File: config.mk
export PLATFORM = sky130hd
export DESIGN_NAME = xyz_stim_seq
export DESIGN_NICKNAME = d
export VERILOG_FILES = /design/src/rtl/xyz_stim_seq.sv
export SDC_FILE = /design/constraint.sdc
export NUM_CORES = 1
export LEC_CHECK = 0
export BUFFER_PORTS_ARGS = -buffer_cell sky130_fd_sc_hd__buf_2
export CORE_MARGIN = 2
export CORE_UTILIZATION = 59
export CTS_CLUSTER_SIZE = 10
export DETAILED_ROUTE_END_ITERATION = 10
export HOLD_SLACK_MARGIN = 0.06
export PLACE_DENSITY = 0.83
export RECOVER_POWER = 100
export SYNTH_ARGS = -nofsm -noshare
export SYNTH_HDL_FRONTEND = slang
export SYNTH_SLANG_ARGS = --single-unit
File: constraint.sdc
create_clock -name clock -period 3.87 [get_ports clock]
set_input_delay 0.774 -clock clock [delete_from_list [all_inputs] [get_ports clock]]
set_output_delay 0.774 -clock clock [all_outputs]
set_load 0.02 [all_outputs]
File: src/rtl/xyz_stim_seq.sv
// Three-bit stimulus sequencer: steps {x,y,z} through binary, Gray or
// walking-one patterns, holding each vector hold_cycles+1 clocks.
module xyz_stim_seq #(
  parameter int HOLD_W = 4
) (
  input  logic              clock,
  input  logic              reset_n,
  input  logic              start,
  input  logic              abort,
  input  logic [1:0]        mode,
  input  logic              loop,
  input  logic [HOLD_W-1:0] hold_cycles,
  output logic              x,
  output logic              y,
  output logic              z,
  output logic [2:0]        vec_idx,
  output logic              busy,
  output logic              done,
  output logic              any_hi
);

  typedef enum logic [1:0] {IDLE, LOAD, HOLD, DONE} state_t;

  state_t            state, state_nx;
  logic [1:0]        mode_q, mode_nx;
  logic              loop_q, loop_nx;
  logic [HOLD_W-1:0] hold_q, hold_nx;
  logic [HOLD_W-1:0] cnt, cnt_nx;
  logic [2:0]        xyz_nx, vec_nx;
  logic              busy_nx, done_nx;
  logic [2:0]        last_idx;
  logic              at_last, expire, go;

  // mode 11 falls through to binary so the output is always defined
  function automatic logic [2:0] pattern(input logic [1:0] m, input logic [2:0] i);
    logic [2:0] p;
    case (m)
      2'b01: p = i ^ (i >> 1);
      2'b10: begin
        case (i)
          3'd0:    p = 3'b100;
          3'd1:    p = 3'b010;
          3'd2:    p = 3'b001;
          default: p = 3'b000;
        endcase
      end
      default: p = i;
    endcase
    return p;
  endfunction

  assign last_idx = (mode_q == 2'b10) ? 3'd2 : 3'd7;
  assign at_last  = (vec_idx == last_idx);
  assign expire   = (cnt == '0);
  assign go       = start && !abort;

  always_ff @(posedge clock or negedge reset_n) begin
    if (!reset_n) state <= IDLE;
    else          state <= state_nx;
  end

  always_comb begin
    state_nx = state;
    case (state)
      IDLE: if (go) state_nx = LOAD;
      LOAD: state_nx = abort ? IDLE : HOLD;
      HOLD: begin
        if (abort)                            state_nx = IDLE;
        else if (expire && at_last && !loop_q) state_nx = DONE;
      end
      DONE: state_nx = IDLE;
      default: state_nx = IDLE;
    endcase
  end

  // Next values for every registered output, counter and latched config.
  always_comb begin
    xyz_nx  = {x, y, z};
    vec_nx  = vec_idx;
    cnt_nx  = cnt;
    busy_nx = busy;
    done_nx = 1'b0;
    mode_nx = mode_q;
    loop_nx = loop_q;
    hold_nx = hold_q;
    case (state)
      IDLE: begin
        xyz_nx  = 3'b000;
        vec_nx  = 3'd0;
        busy_nx = 1'b0;
        if (go) begin
          mode_nx = mode;
          loop_nx = loop;
          hold_nx = hold_cycles;
          busy_nx = 1'b1;
        end
      end
      LOAD: begin
        if (abort) begin
          xyz_nx  = 3'b000;
          vec_nx  = 3'd0;
          cnt_nx  = '0;
          busy_nx = 1'b0;
        end else begin
          xyz_nx  = pattern(mode_q, 3'd0);
          vec_nx  = 3'd0;
          cnt_nx  = hold_q;
          busy_nx = 1'b1;
        end
      end
      HOLD: begin
        if (abort) begin
          xyz_nx  = 3'b000;
          vec_nx  = 3'd0;
          cnt_nx  = '0;
          busy_nx = 1'b0;
        end else if (!expire) begin
          cnt_nx = cnt - HOLD_W'(1);
        end else if (!at_last) begin
          vec_nx = vec_idx + 3'd1;
          xyz_nx = pattern(mode_q, vec_idx + 3'd1);
          cnt_nx = hold_q;
        end else if (loop_q) begin
          vec_nx = 3'd0;
          xyz_nx = pattern(mode_q, 3'd0);
          cnt_nx = hold_q;
        end else begin
          xyz_nx  = 3'b000;
          vec_nx  = 3'd0;
          busy_nx = 1'b0;
          done_nx = 1'b1;
        end
      end
      DONE: begin
        xyz_nx  = 3'b000;
        vec_nx  = 3'd0;
        busy_nx = 1'b0;
      end
      default: begin
        xyz_nx  = 3'b000;
        vec_nx  = 3'd0;
        busy_nx = 1'b0;
      end
    endcase
  end

  always_ff @(posedge clock or negedge reset_n) begin
    if (!reset_n) begin
      {x, y, z} <= 3'b000;
      vec_idx   <= 3'd0;
      busy      <= 1'b0;
      done      <= 1'b0;
      any_hi    <= 1'b0;
      cnt       <= '0;
      mode_q    <= 2'b00;
      loop_q    <= 1'b0;
      hold_q    <= '0;
    end else begin
      {x, y, z} <= xyz_nx;
      vec_idx   <= vec_nx;
      busy      <= busy_nx;
      done      <= done_nx;
      any_hi    <= x | y | z;
      cnt       <= cnt_nx;
      mode_q    <= mode_nx;
      loop_q    <= loop_nx;
      hold_q    <= hold_nx;
    end
  end

endmodule

==> results.json, run 1 <==
{
  "synth_area_per_cell_um2": 10.4,
  "timing_worst_slew_pin_value_ps": 1160,
  "worst_hold_path.endpoint": "any_hi$_DFF_PN0_",
  "vias": 994,
  "clock_skew_ps": 2.17,
  "outcome": "finished, final reports clean",
  "syn_inst": 123,
  "io_pins": 20,
  "synth_async_sr_flop_share_pct": 100,
  "dp.final_hpwl_um": 1870,
  "initial_antenna_violation_count": 0,
  "setup_viol": 0,
  "aggregate_routed_wire_length_um": 2480,
  "via_count_of_the_first_global_routing_pass": 938,
  "slew_headroom_pct": 22.5,
  "mux_cell_area_share_after_synthesis_pct": 6.48,
  "synth.top_cells.by_area": "dfrtp_1, ha_1, mux2_2",
  "grt_use_total_pct": 22.2,
  "worstRegToRegCells": 6,
  "buffer_ports.inserted": 19,
  "worstSetupStartpointType": "flop",
  "gp_congestion": 0.884,
  "final_nets": 163,
  "setup.worst_path.class": "reg2reg",
  "clock_sinks": 22,
  "synth_top_cell_area_share_pct": 43.2,
  "end_kind": "flop",
  "worst_case_vdd_ir_drop_mv": 0.312,
  "combinational_family_with_the_most_area_after_synthesis": "simple AND/OR/NAND/NOR gates",
  "critPathMaxStageDelay_ps": 730,
  "post_cts_resize_count": 0,
  "primary_flip_flop_cell_chosen_by_synthesis_mapping": "dfrtp_1",
  "insertion_delay_ps": 320,
  "cts_post_setup_buffers_inserted": 0,
  "cts_root_buf": "clkbuf_4",
  "synth-warning-count": 0,
  "fraction_of_final_layout_cells_sized_beyond_drive_strength_1_pct": 14.7,
  "min_path_type": "reg2reg",
  "rows": 16,
  "die_h_um": 50.5,
  "final_common_cell": "dfrtp_1",
  "worst_path_dominant_cell_family": "compound AO/OA/AOI/OAI gates",
  "synth_edf_count": 0,
  "hp-start": "x$_DFFE_PN0P_",
  "area_post_placement_mm2": 0.00139,
  "adder_cell_fraction_of_synth_area_pct": 7.85,
  "synthSimpleGateAreaFrac_pct": 21.3,
  "number_of_cts_inserted_buffers": 3,
  "synth.yosys.seq_area_share_pct": 43.2,
  "r2r_start": "cnt[0]$_DFFE_PN0P_",
  "ctsLongestPathBuffers": 2,
  "die_w_um": 50.5,
  "drtIter0Drc": 14,
  "core_area_mm2": 0.00200,
  "netlist.top_cell.by_area": "dfrtp_1",
  "post_synth_num_cell_types": 43,
  "critPathSlowestCell": "a2111oi_0",
  "timing.critical_path.required_ps": 4080,
  "avgViaCountPerCell": 5.85,
  "synth_xor_xnor_area_share_pct": 0.687,
  "worst-r2r-setup-slack_ps": 1260,
  "maxcap_violations": 0,
  "ant_nets": 0,
  "drc": 0,
  "syn2layout_area_growth_pct": 8.05,
  "drt_pass1_iterations": 4,
  "postLayoutCellArea_mm2": 0.00138,
  "grt-ovfl-total": 0,
  "slew_viol_final": 0,
  "antennaDiodeCount": 0,
  "holdPathStages": 1,
  "final-hold-violation-count": 0,
  "synth_fp_nets": 142,
  "synth_compound_area_share_pct": 16.7,
  "worstPathCellList": "inv_1 -> ha_1 -> or3b_1 -> a2111oi_0 -> or2_2 -> mux2_1",
  "first_pass_grt_wire_length_um": 4250,
  "period_needed_ps": 2610,
  "totalNegativeSetupSlack_ps": 0,
  "avgRoutedWirePerCell_um": 14.6,
  "p_leak_nw": 0.610,
  "period_share_pct": 67.3,
  "achievable-frequency_mhz": 384,
  "floorplan_die_area_mm2": 0.00255,
  "initial_utilization_pct": 63.7,
  "cts_tree": "done",
  "layout.cells.most_common_list": "dfrtp_1, nand2_1, clkbuf_1",
  "p_per_area_mw_per_mm2": 441,
  "grt_max_degree": 23,
  "number_of_synthesized_register_bits": 22,
  "critical_path_fanout_max": 6,
  "r2r_end": "cnt[1]$_DFFE_PN0P_",
  "postLayoutCoreUtil_pct": 68.8,
  "postCtsHoldBufs": 0,
  "syn_area_mm2": 0.00127,
  "cp.arrival_ps": 2810,
  "htreeDepth": 1,
  "total_buffers_and_inverters_traversed_by_the_critical_path": 1,
  "clk_pin_slew_worst_paths_ps": 120,
  "hold-worst-slack_ps": 517,
  "rsz_0062_raised_after_global_routing": "false"
}
[worst max-delay path by stage]
stage | start | endpoint | cells after the start
after floorplan | cnt[0]$_DFFE_PN0P_ | cnt[1]$_DFFE_PN0P_ | 7
after global placement | abort | cnt[1]$_DFFE_PN0P_ | 5
after detailed placement | abort | cnt[1]$_DFFE_PN0P_ | 5
after CTS | cnt[0]$_DFFE_PN0P_ | cnt[1]$_DFFE_PN0P_ | 6
after global routing | cnt[0]$_DFFE_PN0P_ | cnt[1]$_DFFE_PN0P_ | 6
final | cnt[0]$_DFFE_PN0P_ | cnt[1]$_DFFE_PN0P_ | 6
[synth_stat cells (2+ instances only)]
| library cell | n |
|---|---|
| nor4b_1 | 3 |
| or3_1 | 2 |
| a32o_1 | 2 |
| nand2_1 | 11 |
| nor2_1 | 6 |
| a21oi_1 | 5 |
| clkbuf_1 | 2 |
| dfrtp_1 | 22 |
| inv_1 | 8 |
| o31ai_1 | 3 |
| nor3b_1 | 2 |
| ha_1 | 8 |
| nor2b_1 | 2 |
| nor3_1 | 5 |
| o21ai_0 | 7 |
| mux2_2 | 6 |
| a31oi_1 | 2 |
| nand3_1 | 2 |
[per-layer routing]
| metal | up-vias | routed length [um] | global-route usage [%] |
|---|---|---|---|
| li1 | 499 | - | - |
| met3 | 4 | 86 | 2.68 |
| met1 | 467 | 1280 | 32.6 |
| met2 | 24 | 1070 | 32.5 |
| met5 | - | 0 | 0 |
| met4 | 0 | 45 | 10.8 |
[kinds of logic after synthesis]
logic type	after synthesis
muxes	7
DFF	22
xor gates and xnor gates	1
AOI/OAI and AO/OA	28
adders and majority gates	8
buffers and inverters	11
and+or+nand+nor	46
[registers in the layout (all words and copies together), names as in the netlist]
signal / flops
any_hi: 1
busy: 1
cnt: 4
done: 1
hold_q: 4
loop_q: 1
mode_q: 2
state: 2
vec_idx: 3
x: 1
y: 1
z: 1
[through the flow]
step	power, W	setup slack (ps)	std cells
floorplan	0.000453	1820	123
global placement	0.000484	1740	166
detailed placement	0.000493	1690	166
CTS	0.000619	1680	170
global route	0.000647	1130	170
finish	0.000608	1260	170
[final cells by class]
| type | instances | area [um^2] |
|---|---|---|
| Multi-Input combinational cell | 90 | 646 |
| Tap cell | 27 | 33.8 |
| Inverter | 8 | 30.0 |
| Timing Repair Buffer | 19 | 81.3 |
| Sequential cell | 22 | 551 |
| Clock buffer | 4 | 36.3 |
| Fill cell | 164 | 624 |
[where the power goes]
group | switching, W | leakage, nW | internal (W)
Sequential | 0.0000305 | 0.286 | 0.000264
Combinational | 0.000105 | 0.303 | 0.0000802
Clock | 0.0000710 | 0.0210 | 0.0000576
Note: power is estimated with default switching activity, not from simulation.
==> run 2: changes to the inputs <==
--- a/config.mk
+++ b/config.mk
@@ -5,13 +5,14 @@
 export SDC_FILE = /design/constraint.sdc
 export NUM_CORES = 1
 export LEC_CHECK = 0
+export ABC_AREA = 1
 export BUFFER_PORTS_ARGS = -buffer_cell sky130_fd_sc_hd__buf_2
 export CORE_MARGIN = 2
-export CORE_UTILIZATION = 59
+export CORE_UTILIZATION = 50
 export CTS_CLUSTER_SIZE = 10
 export DETAILED_ROUTE_END_ITERATION = 10
 export HOLD_SLACK_MARGIN = 0.06
-export PLACE_DENSITY = 0.83
+export PLACE_DENSITY = 0.74
 export RECOVER_POWER = 100
 export SYNTH_ARGS = -nofsm -noshare
 export SYNTH_HDL_FRONTEND = slang
==> constraint.sdc (replaced) <==
create_clock -name clock -period 2.13 [get_ports clock]
set_input_delay 0.426 -clock clock [delete_from_list [all_inputs] [get_ports clock]]
set_output_delay 0.426 -clock clock [all_outputs]
set_load 0.02 [all_outputs]
==> run 2 against run 1 <==
Net effect:
- die area rose by 18%
- synthesized cell count is 29% higher
- synthesized area grew 1.6%
- final cell count up 24%
- highest routed layer unchanged
- design area is 3.8% higher
- flip-flop and latch count did not move
- routed wire length is 8.7% higher
- largest power group unchanged
- non-clock buffer count is the same
- total power increased by 110%
- clock-buffer cell count down 1
- critical endpoint is now cnt[3]$_DFFE_PN0P_
==> results.json, run 2 <==
{
  "die_h_um": 54.9,
  "worst-path-stages": 11,
  "synth_async_sr_flop_share_pct": 100,
  "worstPathCellList": "inv_1 -> ha_1 -> inv_4 -> nand2_1 -> nand2_2 -> nor2_1 -> nand3_2 -> nand2_4 -> nand2_1 -> nand2_1 -> nand2_1",
  "p_per_area_mw_per_mm2": 912,
  "mux_cell_area_share_after_synthesis_pct": 1.74,
  "gp_congestion": 0.805,
  "r2r_start": "mode_q[0]$_DFFE_PN0P_",
  "worstSetupStartpointType": "flop",
  "avgRoutedWirePerCell_um": 12.8,
  "total_buffers_and_inverters_traversed_by_the_critical_path": 2,
  "netlist.top_cell.by_area": "dfrtp_1",
  "final_cell_count_no_fill": 210,
  "primary_flip_flop_cell_chosen_by_synthesis_mapping": "dfrtp_1",
  "synth_edf_count": 0,
  "p_leak_nw": 0.724,
  "clock_sinks": 22,
  "clk_pin_slew_worst_paths_ps": 130,
  "slew_headroom_pct": 20.3,
  "final-hold-violation-count": 0,
  "fraction_of_final_layout_cells_sized_beyond_drive_strength_1_pct": 17.2,
  "outcome": "finished, final reports clean",
  "timing_worst_slew_pin_value_ps": 1200,
  "totalNegativeSetupSlack_ps": 0,
  "synth_fp_nets": 178,
  "postCtsHoldBufs": 0,
  "layout.cells.most_common_list": "nand2_1, dfrtp_1, nor2_1",
  "synth.yosys.seq_area_share_pct": 42.5,
  "ant_nets": 0,
  "post_cts_resize_count": 0,
  "cts_tree": "done",
  "worst_case_vdd_ir_drop_mv": 0.635,
  "timing.critical_path.required_ps": 2360,
  "first_pass_grt_wire_length_um": 4400,
  "clock_skew_ps": 7.69,
  "period_share_pct": 84.9,
  "htreeDepth": 1,
  "die_w_um": 54.9,
  "synth-warning-count": 0,
  "combinational_family_with_the_most_area_after_synthesis": "simple AND/OR/NAND/NOR gates",
  "setup_viol": 0,
  "grt_max_degree": 23,
  "critical_path_fanout_max": 8,
  "vias": 1134,
  "via_count_of_the_first_global_routing_pass": 988,
  "io_pins": 20,
  "synth_xor_xnor_area_share_pct": 0.676,
  "grt_use_total_pct": 20.9,
  "final_common_cell": "nand2_1",
  "initial_antenna_violation_count": 0,
  "floorplan_die_area_mm2": 0.00301,
  "antennaDiodeCount": 0,
  "synth.top_cells.by_area": "dfrtp_1, nand2_1, ha_1",
  "drt_pass1_iterations": 5,
  "ctsLongestPathBuffers": 2,
  "drc": 0,
  "setup.worst_path.class": "reg2reg",
  "path_common_cell": "nand2_1",
  "worstRegToRegCells": 11,
  "crit_start": "mode_q[0]$_DFFE_PN0P_",
  "period_needed_ps": 1810,
  "critPathSlowestCell": "dfrtp_1",
  "syn_area_mm2": 0.00129,
  "rows": 18,
  "ff_latch_area_um2": 551,
  "synth_top_cell_area_share_pct": 42.5,
  "largestRegisters": "cnt (4), hold_q (4), vec_idx (3)",
  "syn2layout_area_growth_pct": 10.4,
  "final_nets": 200,
  "avgViaCountPerCell": 5.40,
  "dp.final_hpwl_um": 2060,
  "drtIter0Drc": 31,
  "cts_root_buf": "clkbuf_4",
  "dpl.cell_count": 206,
  "maxcap_violations": 0,
  "synth_compound_area_share_pct": 11.2,
  "number_of_cts_inserted_buffers": 3,
  "number_of_synthesized_register_bits": 22,
  "grt-ovfl-total": 0,
  "adder_cell_fraction_of_synth_area_pct": 7.73,
  "achievable-frequency_mhz": 553,
  "syn_inst": 159,
  "filler_cell_count": 221,
  "aggregate_routed_wire_length_um": 2690,
  "yosys.cell_count.top_type": "nand2_1",
  "rsz_0062_raised_after_global_routing": "false",
  "cp.arrival_ps": 2040,
  "post_synth_num_cell_types": 28,
  "initial_utilization_pct": 52.8,
  "insertion_delay_ps": 320,
  "synth_top_cells_by_count": "nand2_1, dfrtp_1, inv_1",
  "end_kind": "flop",
  "synth_area_per_cell_um2": 8.14,
  "min_path_type": "in2async",
  "synthSimpleGateAreaFrac_pct": 28.7,
  "critPathMaxStageDelay_ps": 400,
  "slew_viol_final": 0,
  "area_of_combinational_cells_with_multiple_inputs_um2": 626,
  "cts_post_setup_buffers_inserted": 0,
  "core_area_mm2": 0.00245,
  "worst_path_dominant_cell_family": "simple AND/OR/NAND/NOR gates",
  "buffer_ports.inserted": 19
}
## run 2: changes by cell type in the layout (fill, tap and decap cells not counted), moves of 4 or more
cell / delta
nand2_1: +24
nand3_1: +11
nor2_1: +10
inv_1: +7
inv_2: +5
nand2_2: +5
a21oi_1: +4
mux2_2: -4
nor3_1: -4
o22ai_1: +4
## run 2: layout make-up
type | count | area share (%)
Clock buffer | 3 | 1.57
Clock inverter | 1 | 2.10
Inverter | 21 | 5.69
Multi-Input combinational cell | 114 | 43.7
Sequential cell | 22 | 38.5
Tap cell | 30 | 2.62
Timing Repair Buffer | 19 | 5.77
## run 2: stage by stage
step / worst slack (ps) / instance area [um^2] / power (W) / hold WS (ps) / util [%]
3_3_place_gp: 561 / 1410 / 0.000966 / 411 / 57.5
2_1_floorplan: 673 / 1290 / 0.000883 / 130 / -
3_5_place_dp: 510 / 1410 / 0.000988 / 421 / 57.5
4_1_cts: 499 / 1470 / 0.00132 / 61.0 / 59.7
5_1_grt: 182 / 1430 / 0.00139 / 330 / 58.3
6_report: 321 / 1430 / 0.00130 / 309 / 58.3
## run 2: metal layers
layer	wire length, um	vias up	global-route usage, %
li1	-	563	-
met1	1230	516	28.5
met2	1230	48	32.9
met3	177	7	3.49
met4	56	0	8.54
met5	0	-	0
## run 2: power breakdown
| part | switching, W | internal, W | leakage, nW |
|---|---|---|---|
| Combinational | 0.000274 | 0.000154 | 0.417 |
| Sequential | 0.0000559 | 0.000489 | 0.280 |
| Clock | 0.000141 | 0.000190 | 0.0279 |
| Total | 0.000470 | 0.000834 | 0.724 |
## run 2: final timing paths
kind | slack, ps | end
max | 320 | cnt[3]$_DFFE_PN0P_
min | 310 | vec_idx[2]$_DFFE_PN0P_
max reg2reg | 320 | cnt[3]$_DFFE_PN0P_
min reg2reg | 510 | busy$_DFFE_PN0P_
max in group asynchronous | 1110 | vec_idx[1]$_DFFE_PN0P_
min in group clock | 320 | loop_q$_DFFE_PN0P_
## run 2: kinds of logic after synthesis
kind of cell,Yosys count
multiplexers,2
flip-flops,22
buffers and inverters,23
adder cells (fa/ha/maj),8
AO/OA/AOI/OAI,26
XOR/XNOR,1
AND/OR/NAND/NOR,77
==> run 3: changes to the inputs <==
--- a/config.mk
+++ b/config.mk
@@ -8,11 +8,11 @@
 export ABC_AREA = 1
 export BUFFER_PORTS_ARGS = -buffer_cell sky130_fd_sc_hd__buf_2
 export CORE_MARGIN = 2
-export CORE_UTILIZATION = 50
+export CORE_UTILIZATION = 55
 export CTS_CLUSTER_SIZE = 10
 export DETAILED_ROUTE_END_ITERATION = 10
 export HOLD_SLACK_MARGIN = 0.06
-export PLACE_DENSITY = 0.74
+export PLACE_DENSITY = 0.78
 export RECOVER_POWER = 100
 export SYNTH_ARGS = -nofsm -noshare
 export SYNTH_HDL_FRONTEND = slang
==> constraint.sdc (replaced) <==
create_clock -name clock -period 1.72 [get_ports clock]
set_input_delay 0.344 -clock clock [delete_from_list [all_inputs] [get_ports clock]]
set_output_delay 0.344 -clock clock [all_outputs]
set_load 0.02 [all_outputs]
==> run 3 against run 2 <==
Net effect:
- utilization up 7.7 points
- worst hold slack lost 60 ps
- global-route usage up 2.3 points
- largest power group unchanged
- critical path type unchanged
- first-iteration DRC count grew 58%
- routed wire length increased by 0.74%
- sequential power grew 24%
- via count fell by 0.62%
- largest cell class unchanged
- sequential share of layout area fell by 0.67 points
==> results.json, run 3 (synthesis gave the netlist of run 2 again) <==
{
  "setup.worst_path.class": "reg2reg",
  "buffer_ports.inserted": 19,
  "number_of_cts_inserted_buffers": 3,
  "totalNegativeSetupSlack_ps": 0,
  "core_area_mm2": 0.00221,
  "clk_pin_slew_worst_paths_ps": 130,
  "first_pass_grt_wire_length_um": 4660,
  "grt_use_total_pct": 23.2,
  "largestRegisters": "cnt (4), hold_q (4), vec_idx (3)",
  "drtIter0Drc": 49,
  "ant_nets": 0,
  "vias": 1127,
  "outcome": "finished, final reports clean",
  "io_pins": 20,
  "worst-r2r-setup-slack_ps": 150,
  "htreeDepth": 1,
  "drt_pass1_iterations": 4,
  "rows": 17,
  "grt_max_degree": 23,
  "timing_worst_slew_pin_value_ps": 524,
  "rsz_0062_raised_after_global_routing": "false",
  "period_needed_ps": 1570,
  "end_kind": "flop",
  "avgViaCountPerCell": 5.37,
  "cts_tree": "done",
  "layout.cells.most_common_list": "nand2_1, dfrtp_1, inv_1, nor2_1, nand3_1",
  "p_per_area_mw_per_mm2": 1120,
  "via_count_of_the_first_global_routing_pass": 1070,
  "final-hold-violation-count": 0,
  "final_nets": 202,
  "worstSetupStartpointType": "flop",
  "period_share_pct": 91.2,
  "syn2layout_area_growth_pct": 12.7,
  "achievable-frequency_mhz": 637,
  "floorplan_die_area_mm2": 0.00276,
  "design_power_total_w": 0.00163,
  "slew_headroom_pct": 65.1,
  "p_leak_nw": 0.735,
  "ctsLongestPathBuffers": 2,
  "postLayoutCellArea_mm2": 0.00146,
  "cts_post_setup_buffers_inserted": 0,
  "initial_utilization_pct": 58.5,
  "antennaDiodeCount": 0,
  "cts_root_buf": "clkbuf_4",
  "cp.arrival_ps": 1820,
  "timing.critical_path.required_ps": 1970,
  "clock_sinks": 22,
  "grt-ovfl-total": 0,
  "insertion_delay_ps": 320,
  "die_w_um": 52.5,
  "critical_path_fanout_max": 9,
  "drc": 0,
  "aggregate_routed_wire_length_um": 2710,
  "area_post_placement_mm2": 0.00142,
  "worst_case_vdd_ir_drop_mv": 0.667,
  "setup_viol": 0,
  "avgRoutedWirePerCell_um": 12.9,
  "gp_congestion": 0.835,
  "final_common_cell": "nand2_1",
  "min_path_type": "in2reg",
  "maxcap_violations": 0,
  "initial_antenna_violation_count": 0,
  "filler_cell_count": 189,
  "dp.final_hpwl_um": 2020,
  "clock_skew_ps": 3.08,
  "slew_viol_final": 0,
  "die_h_um": 52.5,
  "fraction_of_final_layout_cells_sized_beyond_drive_strength_1_pct": 19.8
}
[run 3: repair_timing]
item | CTS | global route
hold buffers | 1 | 0
hold endpoints to repair | 22 | 0
endpoints found under the setup margin | 0 | 11
gates resized for setup | 0 | 2
[run 3: report_power, final]
part           internal, W  switching, W
combinational     0.000199      0.000355
sequential        0.000606     0.0000712
clock             0.000236      0.000165
total              0.00104      0.000592
[run 3: stage by stage]
stage / setup slack (ps) / cells / hold WS [ps] / util [%]
final: 151 / 210 / 250 / 66.0
after global routing: 10.8 / 210 / 250 / 66.0
after CTS: 103 / 210 / 249 / 66.9
after detailed placement: 138 / 205 / 334 / 64.1
after global placement: 220 / 205 / 327 / 64.1
after floorplan: 263 / 159 / 48.4 / -
[run 3: worst paths after layout]
path | endpoint | start | depth (start not counted)
max in group asynchronous | vec_idx[0]$_DFFE_PN0P_ | reset_n | 2
worst min register to register | busy$_DFFE_PN0P_ | busy$_DFFE_PN0P_ | 2
worst min-delay path | hold_q[3]$_DFFE_PN0P_ | hold_cycles[3] | 2
min in group asynchronous | z$_DFFE_PN0P_ | reset_n | 2
worst max register to register | z$_DFFE_PN0P_ | vec_idx[0]$_DFFE_PN0P_ | 8
worst max-delay path | z$_DFFE_PN0P_ | vec_idx[0]$_DFFE_PN0P_ | 8
[run 3: cell type report]
| cell class | instances | area, um^2 | share of cell area [%] |
|---|---|---|---|
| inverters | 21 | 81.3 | 5.57 |
| repair buffers | 21 | 98.8 | 6.78 |
| clock inverters | 1 | 30.0 | 2.06 |
| multi-input cells | 114 | 639 | 43.8 |
| clock buffers | 3 | 22.5 | 1.54 |
| well taps | 28 | 35.0 | 2.40 |
| flip-flops and latches | 22 | 552 | 37.8 |
[run 3: worst max-delay path: stages, from the launching register on]
cell and delay (ps):
dfrtp_2 500, ha_1 230, inv_1 50, nand2_1 80, nand2_1 130, nand3_1 80, o21ai_0 100, o21ai_0 170
o21ai_1 150
[run 3: layer usage]
layer	global-route usage, %	routed length (um)	vias to the layer above
li1	-	-	564
met1	28.8	1210	518
met2	39.0	1300	36
met3	3.71	142	9
met4	11.1	65	0
met5	0	0	-
